## src/rtl/cpu_types_pkg.sv

```systemverilog
// Shared CPU types: RAM handshake state, word type and memory arbiter states.
package cpu_types_pkg;

    typedef logic [31:0] word_t;

    typedef enum logic [1:0] {FREE, BUSY, ACCESS, ERROR} ramstate_t;

    typedef enum logic [1:0] {IDLE, DATA, INSTR, HALTED} arbstate_t;

endpackage

```

## src/rtl/mem_arbiter.sv

```systemverilog
// Shares one RAM port between instruction fetch and data accesses: data priority,
// fetch anti-starvation, bounded ERROR retries and a drain-then-park halt.
module mem_arbiter
    import cpu_types_pkg::*;
#(
    parameter int unsigned STARVE_MAX = 4,
    parameter int unsigned RETRY_MAX  = 2,
    parameter word_t       ERR_WORD   = 32'hBAD1BAD1
) (
    input  logic      CLK,
    input  logic      nRST,
    input  logic      iREN,
    input  word_t     iaddr,
    input  logic      dREN,
    input  logic      dWEN,
    input  word_t     daddr,
    input  word_t     dstore,
    input  logic      halt,
    input  word_t     ramload,
    input  ramstate_t ramstate,
    output logic      iwait,
    output logic      dwait,
    output word_t     iload,
    output word_t     dload,
    output logic      ramREN,
    output logic      ramWEN,
    output word_t     ramaddr,
    output word_t     ramstore,
    output logic      err,
    output logic      halted
);

    localparam int unsigned SW = (STARVE_MAX < 1) ? 1 : $clog2(STARVE_MAX + 1);
    localparam int unsigned RW = (RETRY_MAX < 1) ? 1 : $clog2(RETRY_MAX + 1);

    arbstate_t       state;
    logic [SW-1:0]   starve_cnt;
    logic [RW-1:0]   retry_cnt;
    logic            reissue;
    logic            wr;
    word_t           addr_q;
    word_t           data_q;

    logic data_req, fetch_req, starved, req_live, active, give_up, done;

    always_comb begin
        data_req  = dREN | dWEN;
        // Once halt is up, fetches no longer count as pending, so they can never block data.
        fetch_req = iREN & ~halt;
        starved   = fetch_req && (starve_cnt == SW'(STARVE_MAX));
        req_live  = (state == DATA) ? data_req : (state == INSTR) ? iREN : 1'b0;
        active    = req_live && !reissue;
        give_up   = (ramstate == ERROR) && (retry_cnt == RW'(RETRY_MAX));
        done      = active && ((ramstate == ACCESS) || give_up);

        ramREN    = ((state == INSTR) || (state == DATA && !wr)) && !reissue;
        ramWEN    = (state == DATA) && wr && !reissue;
        ramaddr   = addr_q;
        ramstore  = data_q;

        iwait     = !(done && state == INSTR);
        dwait     = !(done && state == DATA);
        iload     = (done && state == INSTR) ? (give_up ? ERR_WORD : ramload) : '0;
        dload     = (done && state == DATA)  ? (give_up ? ERR_WORD : ramload) : '0;
    end

    always_ff @(posedge CLK or negedge nRST) begin
        if (!nRST) begin
            state      <= IDLE;
            starve_cnt <= '0;
            retry_cnt  <= '0;
            reissue    <= 1'b0;
            wr         <= 1'b0;
            addr_q     <= '0;
            data_q     <= '0;
            err        <= 1'b0;
            halted     <= 1'b0;
        end else begin
            case (state)
                IDLE: begin
                    reissue   <= 1'b0;
                    retry_cnt <= '0;
                    if (halt && !data_req) begin
                        state  <= HALTED;
                        halted <= 1'b1;
                    end else if (data_req && !starved) begin
                        state  <= DATA;
                        addr_q <= daddr;
                        data_q <= dstore;
                        wr     <= dWEN;
                        if (!iREN)
                            starve_cnt <= '0;
                        else if (starve_cnt != SW'(STARVE_MAX))
                            starve_cnt <= starve_cnt + 1'b1;
                    end else if (fetch_req) begin
                        state      <= INSTR;
                        addr_q     <= iaddr;
                        wr         <= 1'b0;
                        starve_cnt <= '0;
                    end else if (!iREN) begin
                        starve_cnt <= '0;
                    end
                end
                DATA, INSTR: begin
                    if (!req_live) begin
                        state     <= IDLE;
                        retry_cnt <= '0;
                        reissue   <= 1'b0;
                    end else if (reissue) begin
                        reissue <= 1'b0;
                    end else if (done) begin
                        state     <= IDLE;
                        retry_cnt <= '0;
                        if (give_up)
                            err <= 1'b1;
                    end else if (ramstate == ERROR) begin
                        retry_cnt <= retry_cnt + 1'b1;
                        reissue   <= 1'b1;
                    end
                end
                default: begin
                    halted <= 1'b1;
                end
            endcase
        end
    end

endmodule

```

## config.mk

```make
export PLATFORM = sky130hd
export DESIGN_NAME = mem_arbiter
export DESIGN_NICKNAME = d
export VERILOG_FILES = /design/src/rtl/cpu_types_pkg.sv /design/src/rtl/mem_arbiter.sv
export SDC_FILE = /design/constraint.sdc
export NUM_CORES = 1
export LEC_CHECK = 0
export ABC_AREA = 1
export CAP_MARGIN = 0
export CORE_ASPECT_RATIO = 0.5
export CORE_MARGIN = 2
export CORE_UTILIZATION = 40
export DETAILED_ROUTE_END_ITERATION = 8
export GPL_TIMING_DRIVEN = 0
export PLACE_DENSITY_LB_ADDON = 0.08
export SYNTH_ARGS = -nofsm -noshare
export SYNTH_HDL_FRONTEND = slang
export SYNTH_SLANG_ARGS = --single-unit
```

## constraint.sdc

```tcl
create_clock -name CLK -period 3.84 [get_ports CLK]
set_clock_uncertainty 0.15 [all_clocks]
set_input_delay 0.384 -clock CLK [delete_from_list [all_inputs] [get_ports CLK]]
set_output_delay 0.384 -clock CLK [all_outputs]
set_load 0.01 [all_outputs]
```

==> metrics.txt <==
Hold Path Class=flop to flop; critical-path cell list=inv_1, ha_1, inv_1, nor2_1, clkinv_1, clkbuf_1, a21oi_1, clkdlybuf4s50_1; Power Density=586.0 nW/um^2; largest cells by area after synthesis=dfrtp_1, nand2_1, nor3_2, a31oi_1, inv_1; cell taking the most area after synthesis=dfrtp_1; Initial DRC Count=222; Clock Latency Late Sink=0.33 ns; slowest stage delay, CP=0.59 ns; kind of critical path=flop to output pin; Mean Syn Cell Area=7.789 um^2; clock-pin slew on the worst setup and hold paths=0.05 ns; Cell Count, Final, Fillers Out=967; Synth warnings=0; Finished Core Util=0.7228; final net count=967; post-synth cell types=28; post-synthesis async set-or-reset flop share=1.000; RSZ-0062 raised after global routing=false; CP endpoint kind=output pin; Least-Margin Pin Slew=0.6515 ns; drt first pass iters=5; placed insts=952; vias in the first global route=4567; Resized Gates After CTS=0; Multi-input gate area=1866 um^2; sequential share of power=0.312; port bufs=269; Worst EP required=3.31 ns; via count=4646; CP startpoint kind=flop; Starting Density=0.4120; Switching Share=0.3595; Rel. slew slack=0.5656; share of the synthesized area in the top cell type=0.4446; CTS Sinks=75; Slew Viols, Final=0; Achievable Freq=323.1 MHz; die area=11440 um^2; Final period util=0.8060; Die Y=76.65 um; P&R area growth vs syn=75.46%; CTS buffer count=9; share of layout cells above drive strength 1=0.09674; Cell Int Power=2780 uW; DRC errors left=0; critical path peak fanout=10; Horiz. Die Dim=149.3 um; DRT Wirelength=13900 um; antenna violations before repair=0; final setup vio count=0; clock power share=0.188; CORE AREA=10250 um^2; row count=26; Routed Antenna Nets=0; status=complete, no violations; Max Buffers Root-to-Sink=2; commonest cells in the synthesized netlist=nand2_1, dfrtp_1, inv_1, nor2_1, a21oi_1; first-pass GRT wire length=22320 um; Syn Inst Count=542; Overflow after GRT=0; Max Cap Viol=0; # fillers=853; post-synthesis cell area=4222 um^2; P_sw=1560 uW; GPL Wtd Cong=0.8092; Combinational Power Share=0.500; Post-synth EDFFs=0; # H-tree levels=3; Slowest cell on crit path=clkdlybuf4s50_1; sequential area share after synthesis=0.4446; final hold vios=0; postcts setup bufs=0; worst hold slack=0.3160 ns; Crit path top cell by count=inv_1; n_diodes=0; FF/Latch Area=1877 um^2; leak pwr=0.003424 uW; GRT Util Overall=0.2453; CTS tree=yes; maximum vdd drop=0.3356 mV; Mapped Nets=685; wire per inst=14.37 um; most common cell in the synthesized netlist=nand2_1; Synth Register Bits=75; critical path arrival=2.56 ns; Ports=270; DPL Wire Length=10850 um; largest net degree at the start of global routing=55; via/cell ratio=4.805; post-route minimum period=3.095 ns; root buffer selected by CTS=clkbuf_16; prevailing post-synth register cell=dfrtp_1
logic make-up (layout without fill, tap and decap cells):
group | count (synthesis) | in the layout | share of synthesized area
fa+ha+maj | 7 | 7 | 0.02075
simple gates | 285 | 285 | 0.3115
compound gates | 80 | 80 | 0.1076
buf+inv | 94 | 379 | 0.1135
flops | 75 | 75 | 0.4446
xor+xnor | 1 | 1 | 0.002075
state kept, by name, indices dropped and copies added (netlist names):
register,count
ramaddr,32
ramstore,32
starve_cnt,3
retry_cnt,2
state,2
err,1
halted,1
reissue,1
wr,1
layout make-up:
class                           count  share of cell area
Timing Repair Buffer              271              0.3682
Inverter                           57             0.02889
Tap cell                          140             0.02365
Clock buffer                       11             0.03277
Sequential cell                    75              0.2534
Clock inverter                      3            0.005405
Buffer                             37             0.03581
Multi-Input combinational cell    373              0.2519
worst paths after layout:
| kind | startpoint | end | slack (ns) | cells past startpoint |
|---|---|---|---|---|
| worst max-delay path | retry_cnt[0] | dload[29] | 0.75 | 8 |
| worst min-delay path | ramstore[20] | ramstore[20] | 0.32 | 2 |
| worst max register to register | state[0] | state[0] | 1.94 | 9 |
| worst min register to register | ramstore[20] | ramstore[20] | 0.32 | 2 |
| max in group asynchronous | nRST | retry_cnt[1] | 2.61 | 3 |
| min in group asynchronous | nRST | ramaddr[31] | 0.35 | 2 |
cells in the final DEF (no fill, tap or decap):
master / netlist / routed
clkbuf_16: 0 / 9
nor2_1: 42 / 42
nand2_1: 166 / 166
o211ai_1: 1 / 1
ha_1: 7 / 7
nand2_2: 3 / 3
buf_4: 6 / 7
inv_1: 53 / 53
nand4_1: 3 / 3
a31oi_1: 32 / 32
o21bai_1: 2 / 2
nor3_2: 22 / 22
bufinv_16: 0 / 1
buf_1: 4 / 4
buf_16: 0 / 1
xor2_1: 1 / 1
nor3_1: 7 / 7
o22ai_1: 2 / 2
clkbuf_8: 0 / 1
nand3_2: 2 / 2
o21ai_0: 3 / 3
buf_2: 11 / 11
nor2_2: 2 / 2
dlygate4sd3_1: 0 / 1
clkbuf_1: 4 / 5
nand3_1: 35 / 35
clkinv_2: 0 / 2
inv_2: 3 / 3
o21ai_2: 1 / 1
dfrtp_1: 75 / 75
a21oi_1: 39 / 39
clkdlybuf4s50_1: 0 / 268
clkinv_1: 1 / 1
buf_6: 12 / 12
nand2_4: 3 / 3
routing by layer:
| metal | global-route usage | wire length, um |
|---|---|---|
| met1 | 0.2760 | 5467 |
| met2 | 0.4406 | 7052 |
| met3 | 0.08922 | 1138 |
| met4 | 0.06476 | 237 |
| met5 | 0 | 0 |
what timing repair did:
action	CTS	global route
endpoints found under the setup margin	0	0
hold buffers	1	0
endpoints found under the hold margin	21	0
per-stage QoR:
stage / instance area (um^2) / setup TNS (ns) / setup slack, ns / power, uW
after detailed placement: 7114 / 0 / 0.8183 / 3546
after CTS: 7407 / 0 / 0.7156 / 4382
after global placement: 7089 / -32.26 / -0.4377 / 3499
after floorplan: 4222 / 0 / 1.771 / 2385
final: 7407 / 0 / 0.7451 / 4341
after global routing: 7407 / 0 / 0.5318 / 4647
power groups by stage:
stage          Combinational, uW  Sequential, uW  Clock, uW
2_1_floorplan                869            1520          0
3_3_place_gp                2150            1350          0
3_5_place_dp                2180            1360          0
4_1_cts                     2200            1360        830
5_1_grt                     2380            1400        868
6_report                    2170            1350        817
worst max-delay path: cells and delay by family (launching register included):
| kind | cells | cell delay, ns |
|---|---|---|
| buffers and inverters | 5 | 1.30 |
| adders and majority gates | 1 | 0.14 |
| AOI/OAI and AO/OA | 1 | 0.24 |
| DFF | 1 | 0.39 |
| and+or+nand+nor | 1 | 0.18 |
(Power assumes the default switching activity.)
